## src/rtl/sd_pkg.sv

```systemverilog
// rtl/sd_pkg.sv - shared constants, state type and header helper for the SD command path
package sd_pkg;

  localparam int         CMD_FRAME_BITS = 48;
  localparam int         CMD_HDR_BITS   = 40;
  localparam logic [6:0] CRC7_POLY      = 7'h09;
  localparam logic [5:0] CMD55_IDX      = 6'd55;

  typedef enum logic [1:0] {
    ST_IDLE,
    ST_SHIFT,
    ST_GAP,
    ST_DONE
  } tx_state_e;

  // Start bit, transmission bit, index, argument: everything that precedes the CRC.
  function automatic logic [CMD_HDR_BITS-1:0] cmd_header(input logic [5:0]  idx,
                                                         input logic [31:0] arg);
    return {2'b01, idx, arg};
  endfunction

endpackage

```

## src/rtl/sd_cmd_tx_if.sv

```systemverilog
// rtl/sd_cmd_tx_if.sv - command request handshake between SD command FSM and transmitter
interface sd_cmd_tx_if;

  logic        cmd_valid;
  logic        cmd_ready;
  logic [5:0]  cmd_idx;
  logic [31:0] cmd_arg;
  logic        cmd_acmd;
  logic [15:0] rca;

  modport master (output cmd_valid, cmd_idx, cmd_arg, cmd_acmd, rca, input cmd_ready);
  modport slave  (input cmd_valid, cmd_idx, cmd_arg, cmd_acmd, rca, output cmd_ready);

endinterface

```

## src/rtl/sd_crc7.sv

```systemverilog
// rtl/sd_crc7.sv - serial CRC7 (x^7+x^3+1, init 0), one bit per enabled cycle
module sd_crc7
  import sd_pkg::*;
(
  input  logic       clk,
  input  logic       reset,
  input  logic       clear,
  input  logic       en,
  input  logic       bit_in,
  output logic [6:0] crc
);

  logic [6:0] crc_q, crc_d;
  logic       fb;

  always_comb begin
    fb    = bit_in ^ crc_q[6];
    crc_d = crc_q;
    if (clear) begin
      crc_d = 7'h00;
    end else if (en) begin
      crc_d = {crc_q[5:0], 1'b0} ^ (fb ? CRC7_POLY : 7'h00);
    end
  end

  always_ff @(posedge clk) begin
    if (reset) begin
      crc_q <= 7'h00;
    end else begin
      crc_q <= crc_d;
    end
  end

  assign crc = crc_q;

endmodule

```

## src/rtl/sd_cmd_tx.sv

```systemverilog
// rtl/sd_cmd_tx.sv - SD CMD-line token transmitter with optional CMD55 prefix and Ncc gap
module sd_cmd_tx
  import sd_pkg::*;
#(
  parameter int CLK_DIV   = 4,
  parameter int IDLE_BITS = 8
) (
  input  logic        clk,
  input  logic        reset,
  sd_cmd_tx_if.slave  req,
  output logic        sd_cmd_out,
  output logic        sd_cmd_oe,
  output logic        busy,
  output logic        done,
  output logic [7:0]  cmdn
);

  localparam int               DIV_W      = (CLK_DIV > 1) ? $clog2(CLK_DIV) : 1;
  localparam int               GAP_W      = (IDLE_BITS > 1) ? $clog2(IDLE_BITS) : 1;
  localparam logic [DIV_W-1:0] DIV_RELOAD = DIV_W'(CLK_DIV - 1);
  localparam logic [GAP_W-1:0] GAP_RELOAD = GAP_W'(IDLE_BITS - 1);
  localparam logic [5:0]       LAST_HDR   = 6'(CMD_HDR_BITS - 1);
  localparam logic [5:0]       LAST_BIT   = 6'(CMD_FRAME_BITS - 1);

  tx_state_e         state_q, state_d;
  logic [DIV_W-1:0]  div_q, div_d;
  logic [5:0]        bit_q, bit_d;
  logic [GAP_W-1:0]  gap_q, gap_d;
  logic [39:0]       sr_q, sr_d;
  logic              pend_q, pend_d;
  logic [5:0]        idx_q, idx_d;
  logic [31:0]       arg_q, arg_d;
  logic              oe_q, oe_d;
  logic              ready_q, ready_d;
  logic              done_q, done_d;
  logic [7:0]        cmdn_q, cmdn_d;

  logic              accept, tick, load;
  logic [5:0]        load_idx;
  logic [31:0]       load_arg;
  logic              crc_clr, crc_en;
  logic [6:0]        crc;

  assign accept = req.cmd_valid & ready_q;
  assign tick   = (div_q == '0);

  // The CRC sees each header bit on the tick that puts it on the line; the
  // start bit is zero so clearing the CRC already accounts for it.
  sd_crc7 u_crc7 (
    .clk    (clk),
    .reset  (reset),
    .clear  (crc_clr),
    .en     (crc_en),
    .bit_in (sr_q[38]),
    .crc    (crc)
  );

  always_comb begin
    state_d  = state_q;
    div_d    = tick ? DIV_RELOAD : div_q - DIV_W'(1);
    bit_d    = bit_q;
    gap_d    = gap_q;
    sr_d     = sr_q;
    pend_d   = pend_q;
    idx_d    = idx_q;
    arg_d    = arg_q;
    oe_d     = oe_q;
    ready_d  = ready_q;
    done_d   = 1'b0;
    cmdn_d   = cmdn_q;
    crc_clr  = 1'b0;
    crc_en   = 1'b0;
    load     = 1'b0;
    load_idx = 6'd0;
    load_arg = 32'd0;

    case (state_q)
      ST_IDLE, ST_DONE: begin
        state_d = ST_IDLE;
        oe_d    = 1'b0;
        ready_d = 1'b1;
        if (accept) begin
          idx_d    = req.cmd_idx;
          arg_d    = req.cmd_arg;
          pend_d   = req.cmd_acmd;
          load     = 1'b1;
          load_idx = req.cmd_acmd ? CMD55_IDX : req.cmd_idx;
          load_arg = req.cmd_acmd ? {req.rca, 16'h0000} : req.cmd_arg;
        end
      end
      ST_SHIFT: begin
        if (tick) begin
          bit_d = bit_q + 6'd1;
          if (bit_q < LAST_HDR) begin
            sr_d   = {sr_q[38:0], 1'b1};
            crc_en = 1'b1;
          end else if (bit_q == LAST_HDR) begin
            sr_d = {crc, 1'b1, 32'hFFFF_FFFF};
          end else begin
            sr_d = {sr_q[38:0], 1'b1};
          end
          if (bit_q == LAST_BIT) begin
            state_d = ST_GAP;
            gap_d   = GAP_RELOAD;
          end
        end
      end
      ST_GAP: begin
        if (tick) begin
          if (gap_q != '0) begin
            gap_d = gap_q - GAP_W'(1);
          end else if (pend_q) begin
            pend_d   = 1'b0;
            load     = 1'b1;
            load_idx = idx_q;
            load_arg = arg_q;
          end else begin
            state_d = ST_DONE;
            oe_d    = 1'b0;
            ready_d = 1'b1;
            done_d  = 1'b1;
          end
        end
      end
      default: state_d = ST_IDLE;
    endcase

    if (load) begin
      state_d = ST_SHIFT;
      sr_d    = cmd_header(load_idx, load_arg);
      cmdn_d  = {2'b01, load_idx};
      crc_clr = 1'b1;
      bit_d   = 6'd0;
      div_d   = DIV_RELOAD;
      oe_d    = 1'b1;
      ready_d = 1'b0;
    end
  end

  always_ff @(posedge clk) begin
    if (reset) begin
      state_q <= ST_IDLE;
      div_q   <= '0;
      bit_q   <= 6'd0;
      gap_q   <= '0;
      sr_q    <= '1;
      pend_q  <= 1'b0;
      idx_q   <= 6'd0;
      arg_q   <= 32'd0;
      oe_q    <= 1'b0;
      ready_q <= 1'b1;
      done_q  <= 1'b0;
      cmdn_q  <= 8'h00;
    end else begin
      state_q <= state_d;
      div_q   <= div_d;
      bit_q   <= bit_d;
      gap_q   <= gap_d;
      sr_q    <= sr_d;
      pend_q  <= pend_d;
      idx_q   <= idx_d;
      arg_q   <= arg_d;
      oe_q    <= oe_d;
      ready_q <= ready_d;
      done_q  <= done_d;
      cmdn_q  <= cmdn_d;
    end
  end

  assign req.cmd_ready = ready_q;
  assign busy          = ~ready_q;
  assign sd_cmd_out    = sr_q[39];
  assign sd_cmd_oe     = oe_q;
  assign done          = done_q;
  assign cmdn          = cmdn_q;

endmodule

```

## src/flat_wrapper.sv

```systemverilog
// flat-port wrapper written by rule: the top's interface ports become plain ports
module sd_cmd_tx_flat import sd_pkg::*;
#(
  parameter int CLK_DIV   = 4,
  parameter int IDLE_BITS = 8
)
  (clk, reset, sd_cmd_out, sd_cmd_oe, busy, done, cmdn, req_cmd_valid, req_cmd_idx, req_cmd_arg, req_cmd_acmd, req_rca, req_cmd_ready);
  sd_cmd_tx_if req_i ();
  input  logic clk;
  input  logic reset;
  output logic sd_cmd_out;
  output logic sd_cmd_oe;
  output logic busy;
  output logic done;
  output logic [7:0] cmdn;
  input wire logic [$bits(req_i.cmd_valid)-1:0] req_cmd_valid;
  input wire logic [$bits(req_i.cmd_idx)-1:0] req_cmd_idx;
  input wire logic [$bits(req_i.cmd_arg)-1:0] req_cmd_arg;
  input wire logic [$bits(req_i.cmd_acmd)-1:0] req_cmd_acmd;
  input wire logic [$bits(req_i.rca)-1:0] req_rca;
  output wire logic [$bits(req_i.cmd_ready)-1:0] req_cmd_ready;
  assign req_i.cmd_valid = req_cmd_valid;
  assign req_i.cmd_idx = req_cmd_idx;
  assign req_i.cmd_arg = req_cmd_arg;
  assign req_i.cmd_acmd = req_cmd_acmd;
  assign req_i.rca = req_rca;
  assign req_cmd_ready = req_i.cmd_ready;
  sd_cmd_tx #(.CLK_DIV(CLK_DIV), .IDLE_BITS(IDLE_BITS)) u_core (.clk(clk), .reset(reset), .req(req_i), .sd_cmd_out(sd_cmd_out), .sd_cmd_oe(sd_cmd_oe), .busy(busy), .done(done), .cmdn(cmdn));
endmodule
```

## config.mk

```make
export PLATFORM = sky130hd
export DESIGN_NAME = sd_cmd_tx_flat
export DESIGN_NICKNAME = d
export VERILOG_FILES = /design/src/rtl/sd_pkg.sv /design/src/rtl/sd_cmd_tx_if.sv /design/src/rtl/sd_crc7.sv /design/src/rtl/sd_cmd_tx.sv /design/src/flat_wrapper.sv
export SDC_FILE = /design/constraint.sdc
export NUM_CORES = 1
export LEC_CHECK = 0
export ABC_AREA = 1
export CAP_MARGIN = 20
export CORE_MARGIN = 2
export CORE_UTILIZATION = 55
export DETAILED_ROUTE_END_ITERATION = 16
export HOLD_SLACK_MARGIN = 0.03
export PLACE_DENSITY = 0.85
export SKIP_CTS_REPAIR_TIMING = 1
export SLEW_MARGIN = 20
export SYNTH_ARGS = -nofsm -noshare
export SYNTH_HDL_FRONTEND = slang
export SYNTH_SLANG_ARGS = --single-unit
```

## constraint.sdc

```tcl
create_clock -name clk -period 2.2 [get_ports clk]
set_clock_uncertainty 0.2 [all_clocks]
set_input_delay 0.66 -clock clk [delete_from_list [all_inputs] [get_ports clk]]
set_output_delay 0.66 -clock clk [all_outputs]
set_load 0.02 [all_outputs]
```

==> results.toml <==
[run_status]
run_status = "finished clean"

[floorplan]
placeableCoreArea_mm2 = 0.00928
ios = 71
fp-row-count = 35
die_area_mm2 = 0.0105
initial_utilization = 0.572
die_h_um = 102
die-width_um = 102

[sta]
layout_setup_ws_ns = 0.0583
drv_slew = 0
final_min_period_over_clock_period = 0.973
finalWorstPathRequiredPeriod_ns = 2.14
report.final.hold_viol_count = 0
slew-limit-headroom = 0.580
finalHoldWorstSlack_ns = 0.256
worstMarginPinSlew_ns = 0.629
timing.final.setup_violations = 0
timing.fmax_ghz = 0.467

[clock_network]
cts_tree = "yes"
cts.clk_slew.worst_paths_ns = 0.10
clock_latency_ns = 0.37
tritoncts.num_buffers = 9
ctsHtreeMaxLevel = 3
ctsRootBufferMaster = "sky130_fd_sc_hd__clkbuf_8"
cts-root-to-sink-buffers = 2
cts.sinks = 109

[place]
numPlacedInstances = 941
post-dp-hpwl_um = 9390
gp_congestion = 0.842
dp_slack_ns = -0.535
place_area_mm2 = 0.00620
io_buffer_count = 69

[setup_path]
worst_path_max_delay_cell = "sky130_fd_sc_hd__clkdlybuf4s50_1"
timing.critical_path.max_delay_family = "buffers and inverters"
crit_buf_inv = 1
timing.critical_path.arrival_ns = 1.28
worst_ep_required_time_ns = 1.34
end_kind = "output port"
criticalPathCategory = "reg -> out"
sort_of_element_at_the_start_of_the_critical_path = "flip-flop"
worstPathMaxFanout = 1
worst_path_largest_cell_delay_ns = 0.59
critical_path.cell_chain = "clkdlybuf4s50_1"

[power]
power_leakage_nw = 2.75
cellPowerDensity_mw_per_mm2 = 1130
power.ir.vdd_worst_uv = 615

[logic_synthesis]
post-synth-top-area-cell = "sky130_fd_sc_hd__dfxtp_1"
synth_largest_type_area_fraction = 0.411
yosysWarningCount = 0
per_instance_average_area_after_synthesis_um2 = 6.97
synth_top_flop_cell = "sky130_fd_sc_hd__dfxtp_1"
async_flop_share = 0
register_bit_count_reported_by_yosys = 109
post_synth_main_area_contributors = "sky130_fd_sc_hd__dfxtp_1, sky130_fd_sc_hd__nand2_1, sky130_fd_sc_hd__nor2_1, sky130_fd_sc_hd__o21ai_0, sky130_fd_sc_hd__nand3_1"
syn_inst = 762
synth_area_mm2 = 0.00531
synthesis.nets = 827
yosysUniqueCellTypes = 40
yosysSeqAreaShare = 0.411
synth-edff-count = 0

[worst_hold_path]
hold_class = "reg -> reg"

[cells_and_area]
antennaDiodeCount = 0
layout-drive-gt1-share = 0.118
final_cell_area_mm2 = 0.00646
final_common_cell = "sky130_fd_sc_hd__nand2_1"
ff_latch_area_mm2 = 0.00218
mostFrequentLayoutCells = "sky130_fd_sc_hd__nand2_1, sky130_fd_sc_hd__nor2_1, sky130_fd_sc_hd__dfxtp_1"
multi_input_comb_area_mm2 = 0.00274
finish.net_count = 889
postLayoutCoreUtil = 0.696
layout.cells.non_filler = 958
filler_cells_inserted = 765
area.growth.synth_to_final_pct = 21.7

[global_route]
grt_pass1_vias = 5065
grt_first_pass_wirelength_um = 22700
grt_max_degree = 44
grt.overflow.total = 0
grt_antenna_before_repair = 0
groute.usage.overall = 0.269

[drt]
ant_nets = 0
wl_per_cell_um = 14.4
drt-initial-drc-count = 267
vias = 5219
detail_route.first_pass.iterations = 5
routed_wirelength_um = 13800
vias_per_cell = 5.45
drcViolationCount = 0

[run]
maxCapViolations = 0
## worst register-to-register path: stages (launching register included)
cell	delay, ns
sky130_fd_sc_hd__dfxtp_1	0.35
sky130_fd_sc_hd__inv_1	0.05
sky130_fd_sc_hd__ha_1	0.31
sky130_fd_sc_hd__buf_4	0.14
sky130_fd_sc_hd__inv_1	0.05
sky130_fd_sc_hd__nor2_2	0.13
sky130_fd_sc_hd__buf_4	0.20
sky130_fd_sc_hd__buf_12	0.14
sky130_fd_sc_hd__nand2_1	0.08
sky130_fd_sc_hd__o21ai_0	0.17
sky130_fd_sc_hd__nand2_1	0.09
sky130_fd_sc_hd__nand3_1	0.08
## per-stage QoR
stage / TNS [ns] / total power [mW]
final: 0 / 7.33
after global routing: -0.0296 / 7.85
after CTS: -3.26 / 7.26
after detailed placement: -21.51 / 5.99
after global placement: -16.43 / 5.83
after floorplan: 0 / 5.06
## area by class of cell
class                   count  share of cell area
multi-input cells         557               0.423
clock buffers              10              0.0197
well taps                 129              0.0250
flip-flops and latches    109               0.338
repair buffers             99               0.152
inverters                  48              0.0292
clock inverters             6              0.0130
## per-layer routing
layer	GRT usage	part of all wire	vias up	wire length, um
li1	-	-	2595	-
met1	0.331	0.43	2428	5880
met2	0.471	0.49	167	6760
met3	0.0547	0.064	29	884
met4	0.0903	0.020	0	272
met5	0	0	-	0
## report_power, final
part / switching (mW) / leakage [nW] / total, mW / internal, mW
sequential: 0.308 / 0.898 / 2.87 / 2.56
combinational: 2.00 / 1.75 / 3.18 / 1.19
clock: 0.729 / 0.105 / 1.28 / 0.551
## path summary, 6_finish.rpt
kind	start	end	slack, ns	cells past startpoint
setup reg to reg	u_core.state_q[0]	u_core.sr_q[14]	0.16	11
hold / removal	u_core.cmdn[3]	u_core.cmdn[3]	0.26	2
hold reg to reg	u_core.cmdn[3]	u_core.cmdn[3]	0.26	2
setup / recovery	u_core.done	done	0.06	1
## cell families after synthesis
| family | share of synthesized area |
|---|---|
| simple gates | 0.319 |
| compound gates | 0.164 |
| flops | 0.411 |
| buf+inv | 0.0789 |
| fa+ha+maj | 0.0165 |
| xor+xnor | 0.00990 |
| other cells | 0.000706 |
## Yosys cell counts (7+ instances only)
library cell               instances
sky130_fd_sc_hd__a21oi_1          58
sky130_fd_sc_hd__buf_2            17
sky130_fd_sc_hd__clkbuf_1         23
sky130_fd_sc_hd__dfxtp_1         109
sky130_fd_sc_hd__ha_1              7
sky130_fd_sc_hd__inv_1            43
sky130_fd_sc_hd__nand2_1         155
sky130_fd_sc_hd__nand2_2          12
sky130_fd_sc_hd__nand3_1          59
sky130_fd_sc_hd__nand3_2          10
sky130_fd_sc_hd__nor2_1          119
sky130_fd_sc_hd__o21ai_0          67
sky130_fd_sc_hd__o22ai_1          17
sky130_fd_sc_hd__or2_0             8
sky130_fd_sc_hd__or2_2             8
## sequential cells by signal, indices dropped and copies added, names as in the netlist, 2 cells and up
register           flops
u_core.gap_q           3
u_core.u_crc7.crc      7
u_core.bit_q           6
u_core.arg_q          32
u_core.div_q           2
u_core.cmdn            7
u_core.sr_q           40
u_core.state_q         2
u_core.idx_q           6
No activity file was read; power rests on OpenSTA's default activity.
